<file path="src/rtl/mips_ctrl_pkg.sv">
// -----------------------------------------------------------------------------
// mips_ctrl_pkg
// Shared definitions for the multi-cycle MIPS controller:
//   - 4-bit FSM state encoding
//   - opcode / Funct constants for the supported instruction subset
//   - ALUCtr codes, ALUSrcB and PCSrc select encodings
//   - the bundled control-word struct driven by the FSM
// -----------------------------------------------------------------------------
package mips_ctrl_pkg;

    typedef enum logic [3:0] {
        ST_IDLE     = 4'd0,
        ST_FETCH    = 4'd1,
        ST_DECODE   = 4'd2,
        ST_MEMADR   = 4'd3,
        ST_MEMRD    = 4'd4,
        ST_MEMWB    = 4'd5,
        ST_MEMWR    = 4'd6,
        ST_EXEC     = 4'd7,
        ST_RTYPE_WB = 4'd8,
        ST_ADDI_EX  = 4'd9,
        ST_ADDI_WB  = 4'd10,
        ST_BRANCH   = 4'd11,
        ST_JUMP     = 4'd12,
        ST_HALT     = 4'd13
    } state_e;

    // Opcodes (IR[31:26])
    localparam logic [5:0] OP_RTYPE = 6'b000000;
    localparam logic [5:0] OP_LW    = 6'b100011;
    localparam logic [5:0] OP_SW    = 6'b101011;
    localparam logic [5:0] OP_BEQ   = 6'b000100;
    localparam logic [5:0] OP_J     = 6'b000010;
    localparam logic [5:0] OP_ADDI  = 6'b001000;

    // R-type Funct field (IR[5:0])
    localparam logic [5:0] FN_ADD = 6'b100000;
    localparam logic [5:0] FN_SUB = 6'b100010;
    localparam logic [5:0] FN_AND = 6'b100100;
    localparam logic [5:0] FN_OR  = 6'b100101;
    localparam logic [5:0] FN_SLT = 6'b101010;

    // ALU operation codes
    localparam logic [3:0] ALU_AND = 4'b0000;
    localparam logic [3:0] ALU_OR  = 4'b0001;
    localparam logic [3:0] ALU_ADD = 4'b0010;
    localparam logic [3:0] ALU_SUB = 4'b0110;
    localparam logic [3:0] ALU_SLT = 4'b0111;

    // ALU B-operand select
    localparam logic [1:0] SRCB_REG     = 2'b00;
    localparam logic [1:0] SRCB_FOUR    = 2'b01;
    localparam logic [1:0] SRCB_IMM     = 2'b10;
    localparam logic [1:0] SRCB_IMM_SH2 = 2'b11;

    // PC source select
    localparam logic [1:0] PCSRC_ALU    = 2'b00;
    localparam logic [1:0] PCSRC_ALUOUT = 2'b01;
    localparam logic [1:0] PCSRC_JUMP   = 2'b10;

    // Per-state datapath control word
    typedef struct packed {
        logic       pc_wr;
        logic       pc_wr_cond;
        logic       i_or_d;
        logic       mem_rd;
        logic       mem_wr;
        logic       ir_wr;
        logic       reg_dst;
        logic       mem2reg;
        logic       reg_wr;
        logic       alu_src_a;
        logic [1:0] alu_src_b;
        logic [3:0] alu_ctr;
        logic [1:0] pc_src;
        logic       instr_done;
        logic       illegal_op;
    } ctrl_t;

    // States that hold a memory access open and therefore count wait cycles
    function automatic logic is_wait_state(input state_e s);
        return (s == ST_FETCH) || (s == ST_MEMRD) || (s == ST_MEMWR);
    endfunction

endpackage

</file>
<file path="src/rtl/mips_multicycle_ctrl_if.sv">
// -----------------------------------------------------------------------------
// mips_multicycle_ctrl_if
// Signal bundle between the multi-cycle controller and its datapath.
//   master : the controller (drives control/enable outputs, reads status)
//   slave  : the datapath   (drives Opcode/Funct/Zero/MemReady, reads controls)
// -----------------------------------------------------------------------------
interface mips_multicycle_ctrl_if;

    // Datapath status towards the controller
    logic [5:0] Opcode;
    logic [5:0] Funct;
    logic       Zero;
    logic       MemReady;

    // Controls towards the datapath
    logic       PCWr;
    logic       PCWrCond;
    logic       IorD;
    logic       MemRd;
    logic       MemWr;
    logic       IRWr;
    logic       RegDst;
    logic       Mem2Reg;
    logic       RegWr;
    logic       ALUSrcA;
    logic [1:0] ALUSrcB;
    logic [3:0] ALUCtr;
    logic [1:0] PCSrc;
    logic       InstrDone;
    logic       IllegalOp;
    logic       Fault;

    modport master (
        input  Opcode, Funct, Zero, MemReady,
        output PCWr, PCWrCond, IorD, MemRd, MemWr, IRWr, RegDst, Mem2Reg,
               RegWr, ALUSrcA, ALUSrcB, ALUCtr, PCSrc, InstrDone, IllegalOp,
               Fault
    );

    modport slave (
        output Opcode, Funct, Zero, MemReady,
        input  PCWr, PCWrCond, IorD, MemRd, MemWr, IRWr, RegDst, Mem2Reg,
               RegWr, ALUSrcA, ALUSrcB, ALUCtr, PCSrc, InstrDone, IllegalOp,
               Fault
    );

endinterface

</file>
<file path="src/rtl/mc_alu_dec.sv">
// -----------------------------------------------------------------------------
// mc_alu_dec
// Combinational R-type Funct decoder.
//   funct_i   : IR[5:0]
//   alu_ctr_o : ALU operation for the Funct value (ADD when unsupported)
//   valid_o   : 1 when Funct is one of add/sub/and/or/slt
// -----------------------------------------------------------------------------
module mc_alu_dec
    import mips_ctrl_pkg::*;
(
    input  logic [5:0] funct_i,
    output logic [3:0] alu_ctr_o,
    output logic       valid_o
);

    // Funct to ALU operation lookup
    always_comb begin
        alu_ctr_o = ALU_ADD;
        valid_o   = 1'b0;
        case (funct_i)
            FN_ADD: begin alu_ctr_o = ALU_ADD; valid_o = 1'b1; end
            FN_SUB: begin alu_ctr_o = ALU_SUB; valid_o = 1'b1; end
            FN_AND: begin alu_ctr_o = ALU_AND; valid_o = 1'b1; end
            FN_OR:  begin alu_ctr_o = ALU_OR;  valid_o = 1'b1; end
            FN_SLT: begin alu_ctr_o = ALU_SLT; valid_o = 1'b1; end
            default: begin
                alu_ctr_o = ALU_ADD;
                valid_o   = 1'b0;
            end
        endcase
    end

endmodule

</file>
<file path="src/rtl/mips_multicycle_ctrl.sv">
// -----------------------------------------------------------------------------
// mips_multicycle_ctrl
// Control FSM for a shared-memory multi-cycle MIPS datapath.
//   Clk   : rising-edge clock
//   Reset : asynchronous, active-high; forces IDLE, clears wait counter/Fault
//   bus   : master side of mips_multicycle_ctrl_if
//           in : Opcode, Funct, Zero, MemReady
//           out: PCWr, PCWrCond, IorD, MemRd, MemWr, IRWr, RegDst, Mem2Reg,
//                RegWr, ALUSrcA, ALUSrcB, ALUCtr, PCSrc, InstrDone,
//                IllegalOp, Fault
// Controls are decoded from the current state; FETCH qualifies PCWr/IRWr
// with MemReady and MEMWR retires only once memory accepts the write.
// A memory state that waits TIMEOUT cycles and still sees no MemReady
// parks the FSM in HALT with a sticky Fault until Reset.
// -----------------------------------------------------------------------------
module mips_multicycle_ctrl
    import mips_ctrl_pkg::*;
#(
    parameter int unsigned TIMEOUT = 255,
    parameter int unsigned CNT_W   = 16
) (
    input  logic                  Clk,
    input  logic                  Reset,
    mips_multicycle_ctrl_if.master bus
);

    localparam logic [CNT_W-1:0] TIMEOUT_C = CNT_W'(TIMEOUT);

    state_e             state_q;
    state_e             state_d;
    logic [CNT_W-1:0]   cnt_q;
    logic [CNT_W-1:0]   cnt_d;
    logic               fault_q;
    logic               fault_d;
    ctrl_t              ctl_s;
    logic [3:0]         fn_alu_s;
    logic               fn_valid_s;
    logic               timeout_s;

    mc_alu_dec u_alu_dec (
        .funct_i   (bus.Funct),
        .alu_ctr_o (fn_alu_s),
        .valid_o   (fn_valid_s)
    );

    // A stalled access has used its whole budget when the counter hits TIMEOUT
    assign timeout_s = (cnt_q == TIMEOUT_C);

    // State register, wait counter and sticky fault
    always_ff @(posedge Clk or posedge Reset) begin
        if (Reset) begin
            state_q <= ST_IDLE;
            cnt_q   <= '0;
            fault_q <= 1'b0;
        end else begin
            state_q <= state_d;
            cnt_q   <= cnt_d;
            fault_q <= fault_d;
        end
    end

    // Next-state and per-state control decode
    always_comb begin
        state_d = state_q;
        ctl_s   = '0;
        case (state_q)
            ST_IDLE: begin
                state_d = ST_FETCH;
            end
            ST_FETCH: begin
                ctl_s.mem_rd    = 1'b1;
                ctl_s.i_or_d    = 1'b0;
                ctl_s.alu_src_a = 1'b0;
                ctl_s.alu_src_b = SRCB_FOUR;
                ctl_s.alu_ctr   = ALU_ADD;
                ctl_s.pc_src    = PCSRC_ALU;
                if (bus.MemReady) begin
                    ctl_s.ir_wr = 1'b1;
                    ctl_s.pc_wr = 1'b1;
                    state_d     = ST_DECODE;
                end else if (timeout_s) begin
                    state_d = ST_HALT;
                end else begin
                    state_d = ST_FETCH;
                end
            end
            ST_DECODE: begin
                // ALUOut captures PC+4 + (signext<<2) as the beq target
                ctl_s.alu_src_a = 1'b0;
                ctl_s.alu_src_b = SRCB_IMM_SH2;
                ctl_s.alu_ctr   = ALU_ADD;
                case (bus.Opcode)
                    OP_LW, OP_SW: state_d = ST_MEMADR;
                    OP_ADDI:      state_d = ST_ADDI_EX;
                    OP_BEQ:       state_d = ST_BRANCH;
                    OP_J:         state_d = ST_JUMP;
                    OP_RTYPE: begin
                        if (fn_valid_s) begin
                            state_d = ST_EXEC;
                        end else begin
                            ctl_s.illegal_op = 1'b1;
                            state_d          = ST_FETCH;
                        end
                    end
                    default: begin
                        ctl_s.illegal_op = 1'b1;
                        state_d          = ST_FETCH;
                    end
                endcase
            end
            ST_MEMADR: begin
                ctl_s.alu_src_a = 1'b1;
                ctl_s.alu_src_b = SRCB_IMM;
                ctl_s.alu_ctr   = ALU_ADD;
                if (bus.Opcode == OP_SW) begin
                    state_d = ST_MEMWR;
                end else begin
                    state_d = ST_MEMRD;
                end
            end
            ST_MEMRD: begin
                ctl_s.mem_rd = 1'b1;
                ctl_s.i_or_d = 1'b1;
                if (bus.MemReady) begin
                    state_d = ST_MEMWB;
                end else if (timeout_s) begin
                    state_d = ST_HALT;
                end else begin
                    state_d = ST_MEMRD;
                end
            end
            ST_MEMWB: begin
                ctl_s.reg_wr     = 1'b1;
                ctl_s.reg_dst    = 1'b0;
                ctl_s.mem2reg    = 1'b1;
                ctl_s.instr_done = 1'b1;
                state_d          = ST_FETCH;
            end
            ST_MEMWR: begin
                ctl_s.mem_wr = 1'b1;
                ctl_s.i_or_d = 1'b1;
                if (bus.MemReady) begin
                    ctl_s.instr_done = 1'b1;
                    state_d          = ST_FETCH;
                end else if (timeout_s) begin
                    state_d = ST_HALT;
                end else begin
                    state_d = ST_MEMWR;
                end
            end
            ST_EXEC: begin
                ctl_s.alu_src_a = 1'b1;
                ctl_s.alu_src_b = SRCB_REG;
                ctl_s.alu_ctr   = fn_alu_s;
                state_d         = ST_RTYPE_WB;
            end
            ST_RTYPE_WB: begin
                ctl_s.reg_wr     = 1'b1;
                ctl_s.reg_dst    = 1'b1;
                ctl_s.mem2reg    = 1'b0;
                ctl_s.instr_done = 1'b1;
                state_d          = ST_FETCH;
            end
            ST_ADDI_EX: begin
                ctl_s.alu_src_a = 1'b1;
                ctl_s.alu_src_b = SRCB_IMM;
                ctl_s.alu_ctr   = ALU_ADD;
                state_d         = ST_ADDI_WB;
            end
            ST_ADDI_WB: begin
                ctl_s.reg_wr     = 1'b1;
                ctl_s.reg_dst    = 1'b0;
                ctl_s.mem2reg    = 1'b0;
                ctl_s.instr_done = 1'b1;
                state_d          = ST_FETCH;
            end
            ST_BRANCH: begin
                // The datapath qualifies PCWrCond with Zero
                ctl_s.alu_src_a  = 1'b1;
                ctl_s.alu_src_b  = SRCB_REG;
                ctl_s.alu_ctr    = ALU_SUB;
                ctl_s.pc_wr_cond = 1'b1;
                ctl_s.pc_src     = PCSRC_ALUOUT;
                ctl_s.instr_done = 1'b1;
                state_d          = ST_FETCH;
            end
            ST_JUMP: begin
                ctl_s.pc_wr      = 1'b1;
                ctl_s.pc_src     = PCSRC_JUMP;
                ctl_s.instr_done = 1'b1;
                state_d          = ST_FETCH;
            end
            ST_HALT: begin
                state_d = ST_HALT;
            end
            default: begin
                state_d = ST_IDLE;
            end
        endcase
    end

    // Wait counter: counts only while a memory state keeps stalling, else clears
    always_comb begin
        if (is_wait_state(state_q) && !bus.MemReady && (state_d == state_q)) begin
            cnt_d = cnt_q + CNT_W'(1);
        end else begin
            cnt_d = '0;
        end
    end

    // Fault latches on entry to HALT and holds until Reset
    always_comb begin
        if (state_d == ST_HALT) begin
            fault_d = 1'b1;
        end else begin
            fault_d = fault_q;
        end
    end

    assign bus.PCWr      = ctl_s.pc_wr;
    assign bus.PCWrCond  = ctl_s.pc_wr_cond;
    assign bus.IorD      = ctl_s.i_or_d;
    assign bus.MemRd     = ctl_s.mem_rd;
    assign bus.MemWr     = ctl_s.mem_wr;
    assign bus.IRWr      = ctl_s.ir_wr;
    assign bus.RegDst    = ctl_s.reg_dst;
    assign bus.Mem2Reg   = ctl_s.mem2reg;
    assign bus.RegWr     = ctl_s.reg_wr;
    assign bus.ALUSrcA   = ctl_s.alu_src_a;
    assign bus.ALUSrcB   = ctl_s.alu_src_b;
    assign bus.ALUCtr    = ctl_s.alu_ctr;
    assign bus.PCSrc     = ctl_s.pc_src;
    assign bus.InstrDone = ctl_s.instr_done;
    assign bus.IllegalOp = ctl_s.illegal_op;
    assign bus.Fault     = fault_q;

endmodule

</file>
<file path="src/flat_wrapper.sv">
// flat-port wrapper written by rule: the top's interface ports become plain ports
module mips_multicycle_ctrl_flat import mips_ctrl_pkg::*;
#(
    parameter int unsigned TIMEOUT = 255,
    parameter int unsigned CNT_W   = 16
)
  (Clk, Reset, bus_Opcode, bus_Funct, bus_Zero, bus_MemReady, bus_PCWr, bus_PCWrCond, bus_IorD, bus_MemRd, bus_MemWr, bus_IRWr, bus_RegDst, bus_Mem2Reg, bus_RegWr, bus_ALUSrcA, bus_ALUSrcB, bus_ALUCtr, bus_PCSrc, bus_InstrDone, bus_IllegalOp, bus_Fault);
  mips_multicycle_ctrl_if bus_i ();
  input  logic Clk;
  input  logic Reset;
  input wire logic [$bits(bus_i.Opcode)-1:0] bus_Opcode;
  input wire logic [$bits(bus_i.Funct)-1:0] bus_Funct;
  input wire logic [$bits(bus_i.Zero)-1:0] bus_Zero;
  input wire logic [$bits(bus_i.MemReady)-1:0] bus_MemReady;
  output wire logic [$bits(bus_i.PCWr)-1:0] bus_PCWr;
  output wire logic [$bits(bus_i.PCWrCond)-1:0] bus_PCWrCond;
  output wire logic [$bits(bus_i.IorD)-1:0] bus_IorD;
  output wire logic [$bits(bus_i.MemRd)-1:0] bus_MemRd;
  output wire logic [$bits(bus_i.MemWr)-1:0] bus_MemWr;
  output wire logic [$bits(bus_i.IRWr)-1:0] bus_IRWr;
  output wire logic [$bits(bus_i.RegDst)-1:0] bus_RegDst;
  output wire logic [$bits(bus_i.Mem2Reg)-1:0] bus_Mem2Reg;
  output wire logic [$bits(bus_i.RegWr)-1:0] bus_RegWr;
  output wire logic [$bits(bus_i.ALUSrcA)-1:0] bus_ALUSrcA;
  output wire logic [$bits(bus_i.ALUSrcB)-1:0] bus_ALUSrcB;
  output wire logic [$bits(bus_i.ALUCtr)-1:0] bus_ALUCtr;
  output wire logic [$bits(bus_i.PCSrc)-1:0] bus_PCSrc;
  output wire logic [$bits(bus_i.InstrDone)-1:0] bus_InstrDone;
  output wire logic [$bits(bus_i.IllegalOp)-1:0] bus_IllegalOp;
  output wire logic [$bits(bus_i.Fault)-1:0] bus_Fault;
  assign bus_i.Opcode = bus_Opcode;
  assign bus_i.Funct = bus_Funct;
  assign bus_i.Zero = bus_Zero;
  assign bus_i.MemReady = bus_MemReady;
  assign bus_PCWr = bus_i.PCWr;
  assign bus_PCWrCond = bus_i.PCWrCond;
  assign bus_IorD = bus_i.IorD;
  assign bus_MemRd = bus_i.MemRd;
  assign bus_MemWr = bus_i.MemWr;
  assign bus_IRWr = bus_i.IRWr;
  assign bus_RegDst = bus_i.RegDst;
  assign bus_Mem2Reg = bus_i.Mem2Reg;
  assign bus_RegWr = bus_i.RegWr;
  assign bus_ALUSrcA = bus_i.ALUSrcA;
  assign bus_ALUSrcB = bus_i.ALUSrcB;
  assign bus_ALUCtr = bus_i.ALUCtr;
  assign bus_PCSrc = bus_i.PCSrc;
  assign bus_InstrDone = bus_i.InstrDone;
  assign bus_IllegalOp = bus_i.IllegalOp;
  assign bus_Fault = bus_i.Fault;
  mips_multicycle_ctrl #(.TIMEOUT(TIMEOUT), .CNT_W(CNT_W)) u_core (.Clk(Clk), .Reset(Reset), .bus(bus_i));
endmodule
</file>
<file path="config.mk">
export PLATFORM = sky130hd
export DESIGN_NAME = mips_multicycle_ctrl_flat
export DESIGN_NICKNAME = d
export VERILOG_FILES = /design/src/rtl/mips_ctrl_pkg.sv /design/src/rtl/mips_multicycle_ctrl_if.sv /design/src/rtl/mc_alu_dec.sv /design/src/rtl/mips_multicycle_ctrl.sv /design/src/flat_wrapper.sv
export SDC_FILE = /design/constraint.sdc
export NUM_CORES = 1
export LEC_CHECK = 0
export ABC_AREA = 0
export CAP_MARGIN = 40
export CELL_PAD_IN_SITES_DETAIL_PLACEMENT = 1
export CELL_PAD_IN_SITES_GLOBAL_PLACEMENT = 2
export CORE_MARGIN = 1.5
export CORE_UTILIZATION = 26
export CTS_CLUSTER_DIAMETER = 120
export DETAILED_ROUTE_END_ITERATION = 8
export GPL_ROUTABILITY_DRIVEN = 0
export PLACE_DENSITY_LB_ADDON = 0.2
export SLEW_MARGIN = 10
export SYNTH_ARGS = -nofsm -noshare
export SYNTH_HDL_FRONTEND = slang
export SYNTH_SLANG_ARGS = --single-unit
</file>
<file path="constraint.sdc">
create_clock -name Clk -period 1.8 [get_ports Clk]
set_input_delay 0.36 -clock Clk [delete_from_list [all_inputs] [get_ports Clk]]
set_output_delay 0.36 -clock Clk [all_outputs]
set_load 0.02 [all_outputs]
</file>
==> impl_metrics.ini, run 1 <==
[timing]
relSlewSlack = 0.671
tns_ns = -3.59
finalCritPeriodShare = 1.11
max_freq_ghz = 0.501
hold_viol_final = 0
setup_viol = 23
worst_slew_pin_slew_ns = 0.490
post-route-min-period_ns = 2.00
fin_skew_ns = 0.00250
setup_ws_ns = -0.196
rsz0062_at_grt = true
maxSlewViolCount = 0

[placed_design]
place_hpwl_mm = 4.16
io_buffers = 34
dpl_cell_area_um2 = 2390

[logic_synthesis]
ys.flop_type = dfrtp_1
synth-simple-area-share = 0.347
ys_ff_latch = 21
synthAdderAreaFrac = 0.00796
yosysWarnings = 0
synthesis.nets = 199
synth_edf_count = 0
muxShareOfSynthArea = 0.0207
postSynthCellCount = 182
mappedNetlistArea_um2 = 1570
ys_seq_area_frac = 0.334
synth_top_family_by_area = simple AND/OR/NAND/NOR gates
synth_compound_area_frac = 0.137
async_flop_share = 1.00
synth.distinct_cells = 54
synth_xor_xnor_area_share = 0.0891
avgSynthCellArea_um2 = 8.64

[routing]
drtPass1Iterations = 4
drt_wl_total_mm = 5.90
final_antenna_net_count = 0
drtIter0Drc = 42
via_per_inst = 4.78
num_vias = 1732
drc_errors = 0
routedWlPerCell_um = 16.3

[final_layout]
final_common_cell = buf_4
nNetsFinal = 305
fin_util = 0.500
syn2layout_area_growth_pct = 87.3
drive_gt1_frac = 0.603
fill_cells = 681
final_cell_mix = buf_4, dfrtp_1, buf_6
diodes = 0
postLayoutCellArea_um2 = 2950

[clock_tree]
cts_hold_buf = 0
clk_pin_slew_ns = 0.08
htreeDepth = 1
cts_root_buffer = clkbuf_8
cts_buffers = 3
clock_latency_ns = 0.25
cts_sinks = 21
clockBufferDepth = 2
cts_tree = yes

[critical_path]
cp-end-kind = flop
r2r_start = u_core.cnt_q[10]
critPathLaunchType = flop
path_class = flop to flop
r2r_cells = 7
timing.rr.end = u_core.cnt_q[10]
cp-endpoint = u_core.cnt_q[10]
crit_start = u_core.cnt_q[10]
critPathMaxFanout = 8
reg2reg_slack_ns = -0.20
cp.arrival_ns = 2.15
required_ns = 1.95

[power]
p_leak_nw = 1.30
pwr_density_cell_nw_per_um2 = 1150
peakVddDrop_uv = 536

[global_route]
grt_pass1_wl_mm = 8.96
grt_use_total = 0.173
grt_pass1_vias = 1897
antenna_found_initial = 0
grt_overflow = 0
grt_max_degree = 22

[die]
die-area_um2 = 6520
dieHeight_um = 80.8
core_region_area_um2 = 5890
die_w_um = 80.8
rows = 28
io-pin-count = 37
floorplan.initialDensity = 0.267

[status]
status = complete, but fails checks
violations = negative setup slack

[flow_run]
max-cap-violations = 0

[worst_hold_path]
hold_class = input pin to asynchronous set/reset pin
==> through the flow <==
step	setup WS [ns]	hold slack, ns	instances	total power, W
2_1_floorplan	-0.0537	0.337	182	0.00147
3_3_place_gp	-0.804	0.476	336	0.00224
3_5_place_dp	-0.933	0.473	336	0.00228
4_1_cts	-0.160	0.450	343	0.00273
5_1_grt	-0.255	0.457	362	0.00357
6_report	-0.196	0.439	362	0.00338
==> worst min path at each step <==
| stage | startpoint | end | slack (ns) |
|---|---|---|---|
| 2_1_floorplan | Reset | u_core.bus.Fault | 0.34 |
| 3_3_place_gp | u_core.bus.Fault | u_core.bus.Fault | 0.48 |
| 3_5_place_dp | u_core.bus.Fault | u_core.bus.Fault | 0.47 |
| 4_1_cts | Reset | u_core.cnt_q[15] | 0.45 |
| 5_1_grt | Reset | u_core.cnt_q[15] | 0.46 |
| 6_report | Reset | u_core.cnt_q[15] | 0.44 |
==> cells in the mapped netlist (2+ instances only) <==
| library cell | n | share of area |
|---|---|---|
| nor3_1 | 6 | 0.019 |
| nand2_1 | 9 | 0.021 |
| a21oi_1 | 6 | 0.019 |
| nor4_1 | 2 | 0.0080 |
| o21ai_0 | 4 | 0.013 |
| nor3b_1 | 2 | 0.0095 |
| clkbuf_1 | 2 | 0.0048 |
| buf_2 | 3 | 0.0095 |
| nor2b_1 | 6 | 0.024 |
| nor2_2 | 10 | 0.040 |
| or2_2 | 2 | 0.0080 |
| or4_1 | 2 | 0.0095 |
| dfrtp_1 | 21 | 0.33 |
| buf_4 | 2 | 0.0095 |
| mux2_2 | 2 | 0.014 |
| nand4_1 | 3 | 0.012 |
| o21a_1 | 2 | 0.0095 |
| buf_6 | 2 | 0.014 |
| nand4b_1 | 2 | 0.011 |
| xor2_1 | 10 | 0.056 |
| inv_1 | 8 | 0.019 |
| xnor2_1 | 6 | 0.033 |
| and3_1 | 4 | 0.016 |
| nand3_1 | 8 | 0.025 |
| buf_1 | 2 | 0.0048 |
| nor2_1 | 19 | 0.045 |
| a22oi_1 | 2 | 0.0095 |
| a21boi_0 | 2 | 0.0095 |
| nand2b_1 | 8 | 0.032 |
==> layer usage <==
| metal | track usage | vias to the layer above | wire length (um) |
|---|---|---|---|
| li1 | - | 845 | - |
| met1 | 0.205 | 870 | 2430 |
| met2 | 0.339 | 15 | 3370 |
| met3 | 0.0146 | 2 | 80 |
| met4 | 0.0345 | 0 | 13 |
| met5 | 0 | - | 0 |
==> what timing repair did <==
item	4_1_cts	5_1_grt
cloned	1	2
pin swaps	8	30
gates resized for setup	142	67
hold endpoints to repair	0	0
buffers inserted	2	18
endpoints found under the setup margin	40	37
==> area by class of cell <==
type	count	area, um2	area share
multi-input combinational	142	1280	0.434
sequential	21	527	0.179
clock buffer	4	45.0	0.0153
inverter	8	30.0	0.0102
timing repair buffer	112	971	0.330
tap	75	93.8	0.0319
==> report_power, final <==
part           total [W]  switching [W]  internal [W]
clock           0.000310       0.000152      0.000157
combinational    0.00250        0.00120       0.00130
sequential      0.000573      0.0000487      0.000524
==> worst max-delay path: stages, from the launching register on <==
cell	delay (ns)
dfrtp_1	0.39
or4_4	0.56
nor4_4	0.26
buf_4	0.16
a221oi_2	0.04
o21ai_4	0.23
clkbuf_16	0.22
nor2_2	0.04
==> cell families (layout without fill, tap and decap cells) <==
kind of cell             Yosys count  in the layout
AND/OR/NAND/NOR                   93             93
AO/OA/AOI/OAI                     28             28
flip-flops                        21             21
buffers and inverters             19            124
XOR/XNOR                          16             16
multiplexers                       3              3
adder cells (fa/ha/maj)            1              1
other                              1              1
==> sequential cells by signal (all words and copies together) (netlist names) <==
signal and flops:
u_core.cnt_q 16, u_core.bus.Fault 1, u_core.state_q 4
Note: power is estimated with default switching activity, not from simulation.
==> inputs of run 2 (changes only) <==
Settings changed: CAP_MARGIN 40 to 20.
==> results of run 2 <==
Same layout as run 1: the final DEF is identical, and so are final timing and power.
==> inputs of run 3 (changes only) <==
Settings changed: CORE_UTILIZATION 26 to 29.
Clock period 1.8 ns to 2.29 ns, I/O delays scaled along.
==> run 3 against run 2 <==
- clock power decreased by 23%
- the flow now finishes without violations
- cell count decreased by 15%
- die area decreased by 10%
- global-route usage decreased by 1.5 points
- combinational power decreased by 54%
- clock skew about the same
- largest cell class unchanged
- cell area decreased by 23%
==> impl_metrics.ini, run 3 (synthesis gave the netlist of run 1 again) <==
[worst_hold_path]
hold_class = flop to flop
hold_end = u_core.cnt_q[0]
hold_depth = 1
min_from = u_core.cnt_q[0]

[timing]
setup_viol = 0
worst_slew_pin_slew_ns = 0.512
relSlewSlack = 0.656
hold_viol_final = 0
setup_ws_ns = 0.0522
maxSlewViolCount = 0
tns_ns = 0
fin_hold_ws_ns = 0.489
fin_skew_ns = 0.00296
post-route-min-period_ns = 2.24
finalCritPeriodShare = 0.977
max_freq_ghz = 0.447

[global_route]
grt_use_total = 0.159
grt_max_degree = 22
grt_overflow = 0
antenna_found_initial = 0
grt_pass1_vias = 1683
grt_pass1_wl_mm = 7.66

[placed_design]
dpl_cell_area_um2 = 2180
place_worst_setup_slack_ns = -0.507
place_hpwl_mm = 3.47
io_buffers = 34

[die]
core_region_area_um2 = 5170
floorplan.initialDensity = 0.304
io-pin-count = 37
die_w_um = 76.6
dieHeight_um = 76.6
die-area_um2 = 5870
rows = 26

[power]
peakVddDrop_uv = 322
p_leak_nw = 1.05
pwr_density_cell_nw_per_um2 = 807

[final_layout]
syn2layout_area_growth_pct = 44.7
largest_register_ffs = 16
final_common_cell = buf_4
postLayoutCellArea_um2 = 2280
final_cell_mix = buf_4, dfrtp_1, nor2_1
top_register = u_core.cnt_q
diodes = 0
drive_gt1_frac = 0.289
nNetsFinal = 257
fin_util = 0.440

[critical_path]
r2r_cells = 6
crit_buf_inv = 3
critPathMaxFanout = 3
slowest_stage = clkdlybuf4s50_1
cp_top_family = buffers and inverters
timing.rr.end = u_core.bus.Fault
critPathLaunchType = input pin
cp-end-kind = output port
path_cells = clkdlybuf4s50_1 -> or2_4 -> buf_4 -> nand2b_1 -> a21oi_2 -> nor3_1 -> buf_4
cp_common_cell = buf_4
path_class = input pin to output port
cp_slowest_stage_delay_ns = 0.43
required_ns = 1.83
r2r_start = u_core.cnt_q[9]
cp.arrival_ns = 1.78
reg2reg_slack_ns = 0.21

[clock_tree]
cts_tree = yes
clockBufferDepth = 2
htreeDepth = 1
clock_latency_ns = 0.26
cts_root_buffer = clkbuf_8
cts_sinks = 21
cts_buffers = 3
clk_pin_slew_ns = 0.07

[routing]
met1_length_mm = 1.91
via_per_inst = 4.89
maxUsedRoutingLayer = met4
drt_wl_total_mm = 4.40
dr_wl_met3_um = 108
detailroute.wirelength.met2_mm = 2.33
final_antenna_net_count = 0
routedWlPerCell_um = 14.2
num_vias = 1512
drc_errors = 0
drtIter0Drc = 72
drtPass1Iterations = 4

[flow_run]
max-cap-violations = 0

[status]
status = finished clean
==> run 3: power by group <==
part / switching, W / total [W] / internal [W] / leakage, nW
Combinational: 0.000637 / 0.00115 / 0.000510 / 0.749
Sequential: 0.0000393 / 0.000450 / 0.000410 / 0.283
Clock: 0.000116 / 0.000240 / 0.000124 / 0.0228
==> run 3: final cells by class <==
cell class,instances,area [um2]
Timing Repair Buffer,64,578
Clock buffer,4,45.0
Inverter,8,30.0
Sequential cell,21,526
Multi-Input combinational cell,142,1010
Tap cell,70,87.6
Fill cell,615,2900
==> run 3: worst register-to-register path, delay by kind of cell, from the launching register on <==
kind | cells | cell delay [ns]
simple gates | 2 | 0.95
buf+inv | 1 | 0.15
flops | 1 | 0.44
compound gates | 3 | 0.44
==> run 3: metal layers <==
| metal | track usage | vias up |
|---|---|---|
| met5 | 0 | - |
| met4 | 0.0500 | 0 |
| met3 | 0.0156 | 5 |
| met2 | 0.302 | 30 |
| met1 | 0.184 | 732 |
| li1 | - | 745 |
==> run 3: timing repair <==
item / CTS / global route
pin swaps: 0 / 3
endpoints found under the setup margin: 17 / 7
hold buffers: 0 / 0
resized for setup: 28 / 24
buffers inserted: 0 / 1
==> run 3: through the flow <==
stage          cells  total power (W)
2_1_floorplan    182          0.00114
6_report         309          0.00184
3_5_place_dp     304          0.00167
5_1_grt          309          0.00197
3_3_place_gp     304          0.00164
4_1_cts          308          0.00187
==> run 3: worst max-delay path by stage <==
stage	from	end	slack, ns	cells past startpoint
floorplan	u_core.state_q[0]	bus_ALUCtr[0]	0.23	4
finish	bus_Opcode[5]	bus_IllegalOp	0.05	7
detailed placement	bus_Funct[4]	bus_IllegalOp	-0.51	8
global placement	bus_Funct[4]	bus_IllegalOp	-0.54	8
global route	bus_Funct[5]	bus_ALUCtr[2]	-0.005	5
CTS	bus_Funct[4]	bus_IllegalOp	-0.24	8
